<file path="src/rtl/async_fifo_rd_stream.sv">
// Read-side streamer for asynchronous_fifo: prefetches FIFO words into a small skid
// buffer and presents them as a valid/ready stream in the rclk domain.
module async_fifo_rd_stream #(
  parameter int DATA_WIDTH = 8,
  parameter int BUF_DEPTH  = 2,
  parameter int CNT_WIDTH  = 16
) (
  input  logic                  rclk,
  input  logic                  rrst_n,
  input  logic                  fifo_empty,
  output logic                  fifo_r_en,
  input  logic [DATA_WIDTH-1:0] fifo_rdata,
  output logic                  m_valid,
  input  logic                  m_ready,
  output logic [DATA_WIDTH-1:0] m_data,
  input  logic                  flush,
  output logic [CNT_WIDTH-1:0]  rd_count
);

  localparam int PW = $clog2(BUF_DEPTH);
  // wide enough for occupancy plus the in-flight word
  localparam int OW = $clog2(BUF_DEPTH + 2);

  logic [DATA_WIDTH-1:0] r_mem [BUF_DEPTH];
  logic [PW-1:0]         r_wptr;
  logic [PW-1:0]         r_rptr;
  logic [OW-1:0]         r_occ;
  logic                  r_inflight;

  logic                  w_pop;
  logic                  w_cap;
  logic [OW-1:0]         w_need;

  function automatic logic [PW-1:0] ptr_inc(input logic [PW-1:0] p);
    return (p == PW'(BUF_DEPTH - 1)) ? '0 : p + PW'(1);
  endfunction

  assign w_pop     = m_valid && m_ready;
  assign w_cap     = r_inflight && !flush;
  assign w_need    = r_occ + OW'(r_inflight) - OW'(w_pop);
  assign fifo_r_en = rrst_n && !fifo_empty && !flush && (w_need < OW'(BUF_DEPTH));
  assign m_valid   = (r_occ != '0);
  assign m_data    = m_valid ? r_mem[r_rptr] : '0;

  always_ff @(posedge rclk or negedge rrst_n) begin
    if (!rrst_n) begin
      r_wptr     <= '0;
      r_rptr     <= '0;
      r_occ      <= '0;
      r_inflight <= 1'b0;
      rd_count   <= '0;
    end else begin
      r_inflight <= fifo_r_en;
      if (w_pop) rd_count <= rd_count + CNT_WIDTH'(1);
      if (flush) begin
        r_wptr <= '0;
        r_rptr <= '0;
        r_occ  <= '0;
      end else begin
        if (w_cap) r_wptr <= ptr_inc(r_wptr);
        if (w_pop) r_rptr <= ptr_inc(r_rptr);
        r_occ <= r_occ + OW'(w_cap) - OW'(w_pop);
      end
    end
  end

  // storage needs no reset: m_data is gated by m_valid
  always_ff @(posedge rclk) begin
    if (w_cap) r_mem[r_wptr] <= fifo_rdata;
  end

endmodule
</file>
<file path="config.mk">
export PLATFORM = sky130hd
export DESIGN_NAME = async_fifo_rd_stream
export DESIGN_NICKNAME = d
export VERILOG_FILES = /design/src/rtl/async_fifo_rd_stream.sv
export SDC_FILE = /design/constraint.sdc
export NUM_CORES = 1
export LEC_CHECK = 0
export BUFFER_PORTS_ARGS = -buffer_cell sky130_fd_sc_hd__buf_2
export CORE_UTILIZATION = 30
export CTS_CLUSTER_SIZE = 20
export DETAILED_ROUTE_END_ITERATION = 8
export HOLD_SLACK_MARGIN = 0.02
export PLACE_DENSITY = 0.56
export SLEW_MARGIN = 20
export SYNTH_ARGS = -nofsm -noshare
export SYNTH_HDL_FRONTEND = slang
export SYNTH_SLANG_ARGS = --single-unit
</file>
<file path="constraint.sdc">
create_clock -name rclk -period 4.92 [get_ports rclk]
set_input_delay 1.23 -clock rclk [delete_from_list [all_inputs] [get_ports rclk]]
set_output_delay 1.23 -clock rclk [all_outputs]
set_load 0.01 [all_outputs]
</file>
==> metrics, run 1 <==
die width=75.3 um; DP Worst Slack=1.59 ns; outcome=completed; First-pass DRT Iterations=2; 1st-iter DRT viols=12; first-pass GRT wire length=4840 um; Worst Setup EP=fifo_r_en; Crit. Startpoint=m_ready; worst-path maximum fanout=4; Util after Layout=38.1%; IO Port Bufs=38; core area=0.00514 mm^2; setup bufs post-CTS=0; post-DR wirelength/cell=12.7 um; CP max stage cell=o311a_1; CTS clk-pin slew, worst paths=0.07 ns; Syn Area/Cell=13.2 um^2; Area Overhead vs Synth=21.5%; Crit path arrival time=2.09 ns; cts repair resizes=0; Syn Std Cell Area=0.00161 mm^2; met1 WL=1270 um; Slew Limit Fails=0; fraction of the yosys area taken by sequential cells=62.5%; Final period util=67.5%; fraction of layout cells with a size suffix above 1=29.3%; RR Startpoint=r_occ[1]; vias=1,042; Tightest Hold Check Type=reg -> reg; Reg2Reg Setup Slack=3.08 ns; Top Layer Used=met4; CP peak stage delay=0.34 ns; RSZ-0062 raised after global routing=no; synth warn=0; Period minus WS final=3.32 ns; most frequent CP cell=buf_2; Yosys reg bits=37; Least-Margin Pin Slew=0.741 ns; fraction of registers with async set/reset=56.8%; global route total overflow=0; CTS Buf Count=5; Rel. slew slack=50.4%; WL met3=185 um; CP Launch Type=input pin; hold buffers post-CTS=0; cell breakdown of the critical path=buf_2 > inv_1 > and4_1 > o311a_1 > buf_2; Routed Antenna Nets=0; critical path class=in -> out; Crit path required time=3.69 ns; Fin. Hold Viols=0; most common cell in the netlist=dfrtp_1; Fmax=0.301 GHz; HPWL Detailed=2210 um; skew final=0.00288 ns; Sum Neg Setup Slack=0 ns; initial antenna violation count=0; share of the synthesized area in the top cell type=32.6%; final worst slack=1.60 ns; Yosys cell types=26; commonest register cell after synthesis=dfrtp_1; Clock Latency Late Sink=0.29 ns; GRT Total Usage=12.1%; wire length on met2=1480 um; Core Rows=26; Lkg Pwr=0.898 nW; r2r worst-path depth=7; fin nets=180; pwr dens=419 mW/mm^2; DRT Wirelength=2980 um; largest net degree at the start of global routing=23; die area=0.00566 mm^2; cell taking the most area after synthesis=dfrtp_1; Critical Path End Type=primary output; htree depth=2; CTS sink count=37; vias in the first global route=1,074; CTS tree=yes; peak supply drop=0.166 mV; DR vias/cell=4.45; Post-synth EDFFs=16; Die Span Y=75.3 um; # setup viols final=0; Post-route DRC=0; n_diodes=0; Syn Nets=138; largest cells by area after synthesis=dfrtp_1, edfxtp_1, xnor2_1, mux2i_1, nor2_1; CTS root buf=clkbuf_8; # Max-Cap Violations=0; io pins=39; Synth top cells by count=dfrtp_1, nor2_1, edfxtp_1, xnor2_1, mux2i_1; clock buffer depth=2; RePlAce Congestion=0.775; reg2reg end=r_occ[1]; Syn Inst Count=122; Initial Utilization=31.3%
==> cells by family (layout without fill, tap and decap cells) <==
family	Yosys count	count (layout)	share of synthesized area [%]
AO/OA/AOI/OAI	5	5	3.34
AND/OR/NAND/NOR	41	41	13.6
adder cells (fa/ha/maj)	3	3	2.33
buffers and inverters	8	50	2.25
multiplexers	9	9	5.67
flip-flops	37	37	62.5
XOR/XNOR	19	19	10.3
==> sequential cells by signal, indices dropped and copies added (netlist names) <==
register    cells
r_mem          16
rd_count       16
r_occ           2
r_inflight      1
r_rptr          1
r_wptr          1
==> where the power goes <==
| part | leakage (nW) | switching, W | total (W) | internal [W] |
|---|---|---|---|---|
| Clock | 0.0443 | 0.0000956 | 0.000206 | 0.000111 |
| Combinational | 0.424 | 0.000110 | 0.000208 | 0.0000977 |
| Sequential | 0.430 | 0.0000558 | 0.000406 | 0.000351 |
==> worst max-delay path: cells and delay by family <==
family | cells | cell delay (ns)
AOI/OAI and AO/OA | 1 | 0.34
buffers and inverters | 3 | 0.34
and+or+nand+nor | 1 | 0.18
==> cells in the final DEF (no fill, tap or decap), drive strengths merged <==
master   instances
mux2             1
and2             1
xor2             7
nor2            17
dfrtp           21
mux2i            8
nand2            5
o2111ai          1
buf             38
nand3            4
inv              5
xnor2           12
and3             1
o21a             1
ha               3
nor3             2
edfxtp          16
nor4             1
nand2b           2
and4             2
nand4            5
clkbuf           7
o311a            1
a21oi            2
nor2b            1
==> stage by stage <==
stage	power, W	instances	cell area [um^2]	hold WS [ns]
after floorplan	0.000545	122	1610	0.507
after CTS	0.000834	234	1960	0.487
after global placement	0.000616	227	1870	0.474
final	0.000821	234	1960	0.473
after detailed placement	0.000624	227	1870	0.473
after global routing	0.000881	234	1960	0.525
==> layout make-up <==
class                           count  area [um^2]
Fill cell                         542         3180
Multi-Input combinational cell     77          568
Clock buffer                        7         86.3
Sequential cell                    37         1010
Tap cell                           70         87.6
Timing Repair Buffer               38          190
Inverter                            5         18.8
==> worst min path at each step <==
stage	start	endpoint	depth (start not counted)	slack, ns
final	rd_count[15]	rd_count[15]	1	0.47
after global routing	rd_count[15]	rd_count[15]	1	0.53
after CTS	rd_count[15]	rd_count[15]	1	0.49
after detailed placement	rd_count[15]	rd_count[15]	1	0.47
after global placement	rd_count[15]	rd_count[15]	1	0.47
after floorplan	rd_count[15]	rd_count[15]	1	0.51
==> metal layers <==
metal  up-vias  global-route usage, %
li1        503                      -
met1       500                   13.1
met2        34                   21.4
met3         5                   4.95
met4         0                   4.32
met5         -                      0
No activity file was read; power rests on OpenSTA's default activity.
==> run 2, diff against run 1 <==
- clock period: 4.92 -> 3.2 ns (I/O delays scaled with it)
==> run 2 against run 1 <==
Against the previous run:
- final cell count up 0.85%
- non-clock buffer count up 1
- count of clock-buffer cells in the layout down 2
- die area unchanged
- final area up 0.38%
- highest routed layer unchanged
==> metrics, run 2 (synthesis gave the netlist of run 1 again) <==
outcome=completed; Routed Antenna Nets=0 (unchanged); largest net degree at the start of global routing=22 (-4.3%); IO Port Bufs=38 (unchanged); DP Worst Slack=0.727 ns (-0.865 ns); Fmax=0.406 GHz; Period minus WS final=2.46 ns; Tightest Hold Check Type=reg -> reg; HPWL Detailed=2230 um (+0.95%); Hold WS=0.476 ns (+0.00378 ns); largest registers=r_mem: 16 flops, rd_count: 16 flops, r_occ: 2 flops; post-route cell area=0.00196 mm^2 (+0.38%); die area=0.00566 mm^2 (unchanged); most common cell after layout, fill and taps aside=buf_2; skew final=0.0107 ns (+0.00779 ns); CTS tree=yes; setup bufs post-CTS=0 (unchanged); fraction of layout cells with a size suffix above 1=30.1% (+0.85 points); fin nets=181 (+0.56%); final worst slack=0.738 ns (-0.862 ns); critical path class=in -> out; Area Overhead vs Synth=22.0%; CTS Buf Count=5 (unchanged); first-pass GRT wire length=4730 um (-2.3%); RSZ-0062 raised after global routing=no; Least-Margin Pin Slew=0.722 ns (-0.0191 ns); Lkg Pwr=0.904 nW (+0.67%); vias in the first global route=1,046 (-2.6%); Final period util=77.0%; Crit path arrival time=1.66 ns (-0.43 ns); Sum Neg Setup Slack=0 ns (unchanged); peak supply drop=0.314 mV (+90%); Rel. slew slack=51.7% (+1.3 points); cts repair resizes=0 (unchanged); GRT Total Usage=11.5% (-0.60 points); Core Rows=26 (unchanged); hold buffers post-CTS=0 (unchanged); Die Span Y=75.3 um (unchanged); htree depth=2 (unchanged); n_diodes=0 (unchanged); global route total overflow=0 (unchanged); Crit path required time=2.40 ns (-1.29 ns); CTS sink count=37 (unchanged); Slew Limit Fails=0 (unchanged); First-pass DRT Iterations=4 (+2); die width=75.3 um (unchanged); io pins=39 (unchanged); vias=1,047 (+0.48%); DR vias/cell=4.44 (-0.37%); Critical Path End Type=primary output; DRT Wirelength=3030 um (+1.8%); post-DR wirelength/cell=12.8 um (+0.95%); most frequent cells in the layout=buf_2, dfrtp_1, nor2_1; # Max-Cap Violations=0 (unchanged); initial antenna violation count=0 (unchanged); pwr dens=639 mW/mm^2 (+52%); clock buffer depth=2 (unchanged); CTS root buf=clkbuf_8; # setup viols final=0 (unchanged); Post-route DRC=0 (unchanged); CTS clk-pin slew, worst paths=0.07 ns (about the same); DP Area=0.00188 mm^2 (+0.40%); core area=0.00514 mm^2 (unchanged); placed cells=228 (+0.44%); non-filler cells, final=236 (+0.85%); CP Launch Type=input pin; Fin. Hold Viols=0 (unchanged); 1st-iter DRT viols=15 (+3); Clock Latency Late Sink=0.29 ns (about the same); Initial Utilization=31.3% (unchanged); worst-path maximum fanout=4 (unchanged); filler cell count=550 (+1.5%); RePlAce Congestion=0.724 (-6.6%)
-- run 2: changes by cell type in the layout (fill, tap and decap cells not counted), sizes merged --
cell	before	now
buf	38	39
clkinv	0	3
clkbuf	7	5
-- run 2: final timing paths --
| check | slack (ns) | start | to | depth (start not counted) |
|---|---|---|---|---|
| setup / recovery | 0.74 | m_ready | fifo_r_en | 5 |
| hold / removal | 0.48 | rd_count[15] | rd_count[15] | 1 |
| setup reg to reg | 1.37 | r_occ[1] | r_occ[1] | 7 |
| hold reg to reg | 0.48 | rd_count[15] | rd_count[15] | 1 |
| max in group asynchronous | 2.45 | rrst_n | rd_count[13] | 2 |
| min in group asynchronous | 0.52 | rrst_n | rd_count[3] | 2 |
-- run 2: power breakdown --
| part | switching [W] | leakage (nW) | internal, W |
|---|---|---|---|
| Combinational | 0.000167 | 0.429 | 0.000150 |
| Sequential | 0.0000866 | 0.430 | 0.000539 |
| Clock | 0.000162 | 0.0455 | 0.000150 |
| Total | 0.000416 | 0.904 | 0.000839 |
-- run 2: worst max-delay path: stages --
cell	delay [ns]
buf_2	0.13
inv_1	0.06
and4_1	0.18
o311a_1	0.34
buf_2	0.15
-- run 2: through the flow --
| stage | power [W] | utilization, % |
|---|---|---|
| 2_1_floorplan | 0.000839 | - |
| 5_1_grt | 0.00134 | 38.2 |
| 3_5_place_dp | 0.000960 | 36.5 |
| 6_report | 0.00126 | 38.2 |
| 4_1_cts | 0.00127 | 38.2 |
| 3_3_place_gp | 0.000944 | 36.5 |
-- run 2: layer usage --
metal	up-vias	track usage [%]	share of wire (%)
met5	-	0	0
met4	0	4.32	0.82
met3	3	4.15	6.5
met2	32	19.7	48
met1	502	13.3	44
li1	510	-	-
-- run 2: area by class of cell --
cell class                 instances  area [um^2]  share of cell area [%]
clock buffer                       5         68.8                    3.50
clock inverter                     3         17.5                   0.892
inverter                           5         18.8                   0.955
multi-input combinational         77          568                    28.9
sequential                        37         1010                    51.2
tap                               70         87.6                    4.46
timing repair buffer              39          198                    10.1
==> run 3, diff against run 2 <==
- clock period: 3.2 -> 2.4 ns (I/O delays scaled with it)
==> run 3 against run 2 <==
Against the previous run:
- first-iteration DRC count grew 100%
- critical path depth shrank 2
- register-to-register slack lost 0.65 ns
==> metrics, run 3 (synthesis gave the netlist of run 1 again) <==
skew final=0.00337 ns (-0.00730 ns); Die Span Y=75.3 um (unchanged); post-DR wirelength/cell=12.7 um (-1.3%); Tightest Hold Check Type=in -> async; # setup viols final=0 (unchanged); RSZ-0062 raised after global routing=no; die width=75.3 um (unchanged); outcome=completed; CTS tree=yes; pwr dens=841 mW/mm^2 (+32%); CTS clk-pin slew, worst paths=0.07 ns (about the same); Core Rows=26 (unchanged); filler cell count=540 (-1.8%); register area=0.00101 mm^2 (unchanged); Fmax=0.471 GHz; htree depth=2 (unchanged); DR vias/cell=4.40 (-0.88%); Reg2Reg Setup Slack=0.72 ns (-0.65 ns); Post-route DRC=0 (unchanged); setup bufs post-CTS=0 (unchanged); Least-Margin Pin Slew=0.564 ns (-0.158 ns); DP Area=0.00190 mm^2 (+1.2%); vias in the first global route=1,092 (+4.4%); CTS Buf Count=5 (unchanged); CP Launch Type=flip-flop; WL met3=179 um (-9.6%); Rel. slew slack=62.3% (+11 points); io pins=39 (unchanged); # Max-Cap Violations=0 (unchanged); Crit path arrival time=1.53 ns (-0.13 ns); Fin. Hold Viols=0 (unchanged); CTS sink count=37 (unchanged); wire length on met2=1510 um (+3.3%); First-pass DRT Iterations=4 (unchanged); die area=0.00566 mm^2 (unchanged); Lkg Pwr=0.920 nW (+1.7%); DP Worst Slack=0.312 ns (-0.415 ns); Area Overhead vs Synth=23.2%; Crit path required time=1.80 ns (-0.60 ns); critical path class=reg -> out; post-route cell area=0.00198 mm^2 (+0.96%); Top Layer Used=met4; Clock Latency Late Sink=0.28 ns (about the same); final worst slack=0.275 ns (-0.463 ns); clock buffer depth=2 (unchanged); met1 WL=1340 um (-0.89%); global route total overflow=0 (unchanged); Slew Limit Fails=0 (unchanged); most frequent cells in the layout=buf_2, dfrtp_1, nor2_1; HPWL Detailed=2320 um (+3.7%); most common cell after layout, fill and taps aside=buf_2; fraction of layout cells with a size suffix above 1=31.4% (+1.2 points); Final period util=88.6%; Hold WS=0.330 ns (-0.146 ns); Initial Utilization=31.3% (unchanged); Routed Antenna Nets=0 (unchanged); GRT Total Usage=12.1% (+0.55 points); largest registers=r_mem: 16 flops, rd_count: 16 flops, r_occ: 2 flops; IO Port Bufs=38 (unchanged); cts repair resizes=0 (unchanged); initial antenna violation count=0 (unchanged); n_diodes=0 (unchanged); fin nets=184 (+1.7%); peak supply drop=0.361 mV (+15%); RR Startpoint=r_occ[1]; DRT Wirelength=3030 um (unchanged); vias=1,051 (+0.38%); RePlAce Congestion=0.706 (-2.5%); multi-input logic area=568 um^2 (unchanged); largest net degree at the start of global routing=22 (unchanged); CTS root buf=clkbuf_8; 1st-iter DRT viols=30 (+15); core area=0.00514 mm^2 (unchanged); r2r worst-path depth=7 (unchanged); worst-path maximum fanout=9 (+5); Critical Path End Type=primary output; Sum Neg Setup Slack=0 ns (unchanged); reg2reg end=r_occ[1]; first-pass GRT wire length=4940 um (+4.5%); Period minus WS final=2.13 ns; hold buffers post-CTS=0 (unchanged)
==> run 3: cell types whose count changed in the layout (fill, tap and decap cells not counted), sizes merged <==
cell and delta:
clkinv -1, clkbuf +1, buf +3
==> run 3: power breakdown <==
part / internal (W) / switching, W / total, W
registers: 0.000719 / 0.000119 / 0.000838
clock network: 0.000201 / 0.000199 / 0.000400
logic: 0.000209 / 0.000221 / 0.000430
==> run 3: area by class of cell <==
type | instances | area share (%)
well taps | 70 | 4.42
repair buffers | 42 | 11.1
inverters | 5 | 0.946
clock buffers | 6 | 3.66
flip-flops and latches | 37 | 50.7
clock inverters | 2 | 0.505
multi-input cells | 77 | 28.6
==> run 3: worst max path at each step <==
| stage | cells after the start | start | end |
|---|---|---|---|
| global placement | 5 | m_ready | fifo_r_en |
| CTS | 3 | r_occ[1] | m_data[1] |
| detailed placement | 5 | m_ready | fifo_r_en |
| global route | 3 | r_occ[1] | m_data[3] |
| finish | 3 | r_occ[1] | m_data[1] |
| floorplan | 3 | m_ready | fifo_r_en |
==> run 3: worst max-delay path, cell delays in order, from the launching register on <==
cell	delay, ns
dfrtp_1	0.48
nor2_1	0.49
nor2_1	0.11
buf_2	0.16
==> run 3: per-layer routing <==
metal / global-route usage [%] / up-vias
met2: 21.0 / 35
li1: - / 513
met3: 4.55 / 2
met5: 0 / -
met4: 2.47 / 0
met1: 14.3 / 501
==> run 3: per-stage QoR <==
step / power [W] / instances / utilization [%]
4_1_cts: 0.00170 / 239 / 38.6
2_1_floorplan: 0.00112 / 122 / -
3_5_place_dp: 0.00129 / 231 / 37.0
6_report: 0.00167 / 239 / 38.6
3_3_place_gp: 0.00127 / 231 / 37.0
5_1_grt: 0.00180 / 239 / 38.6
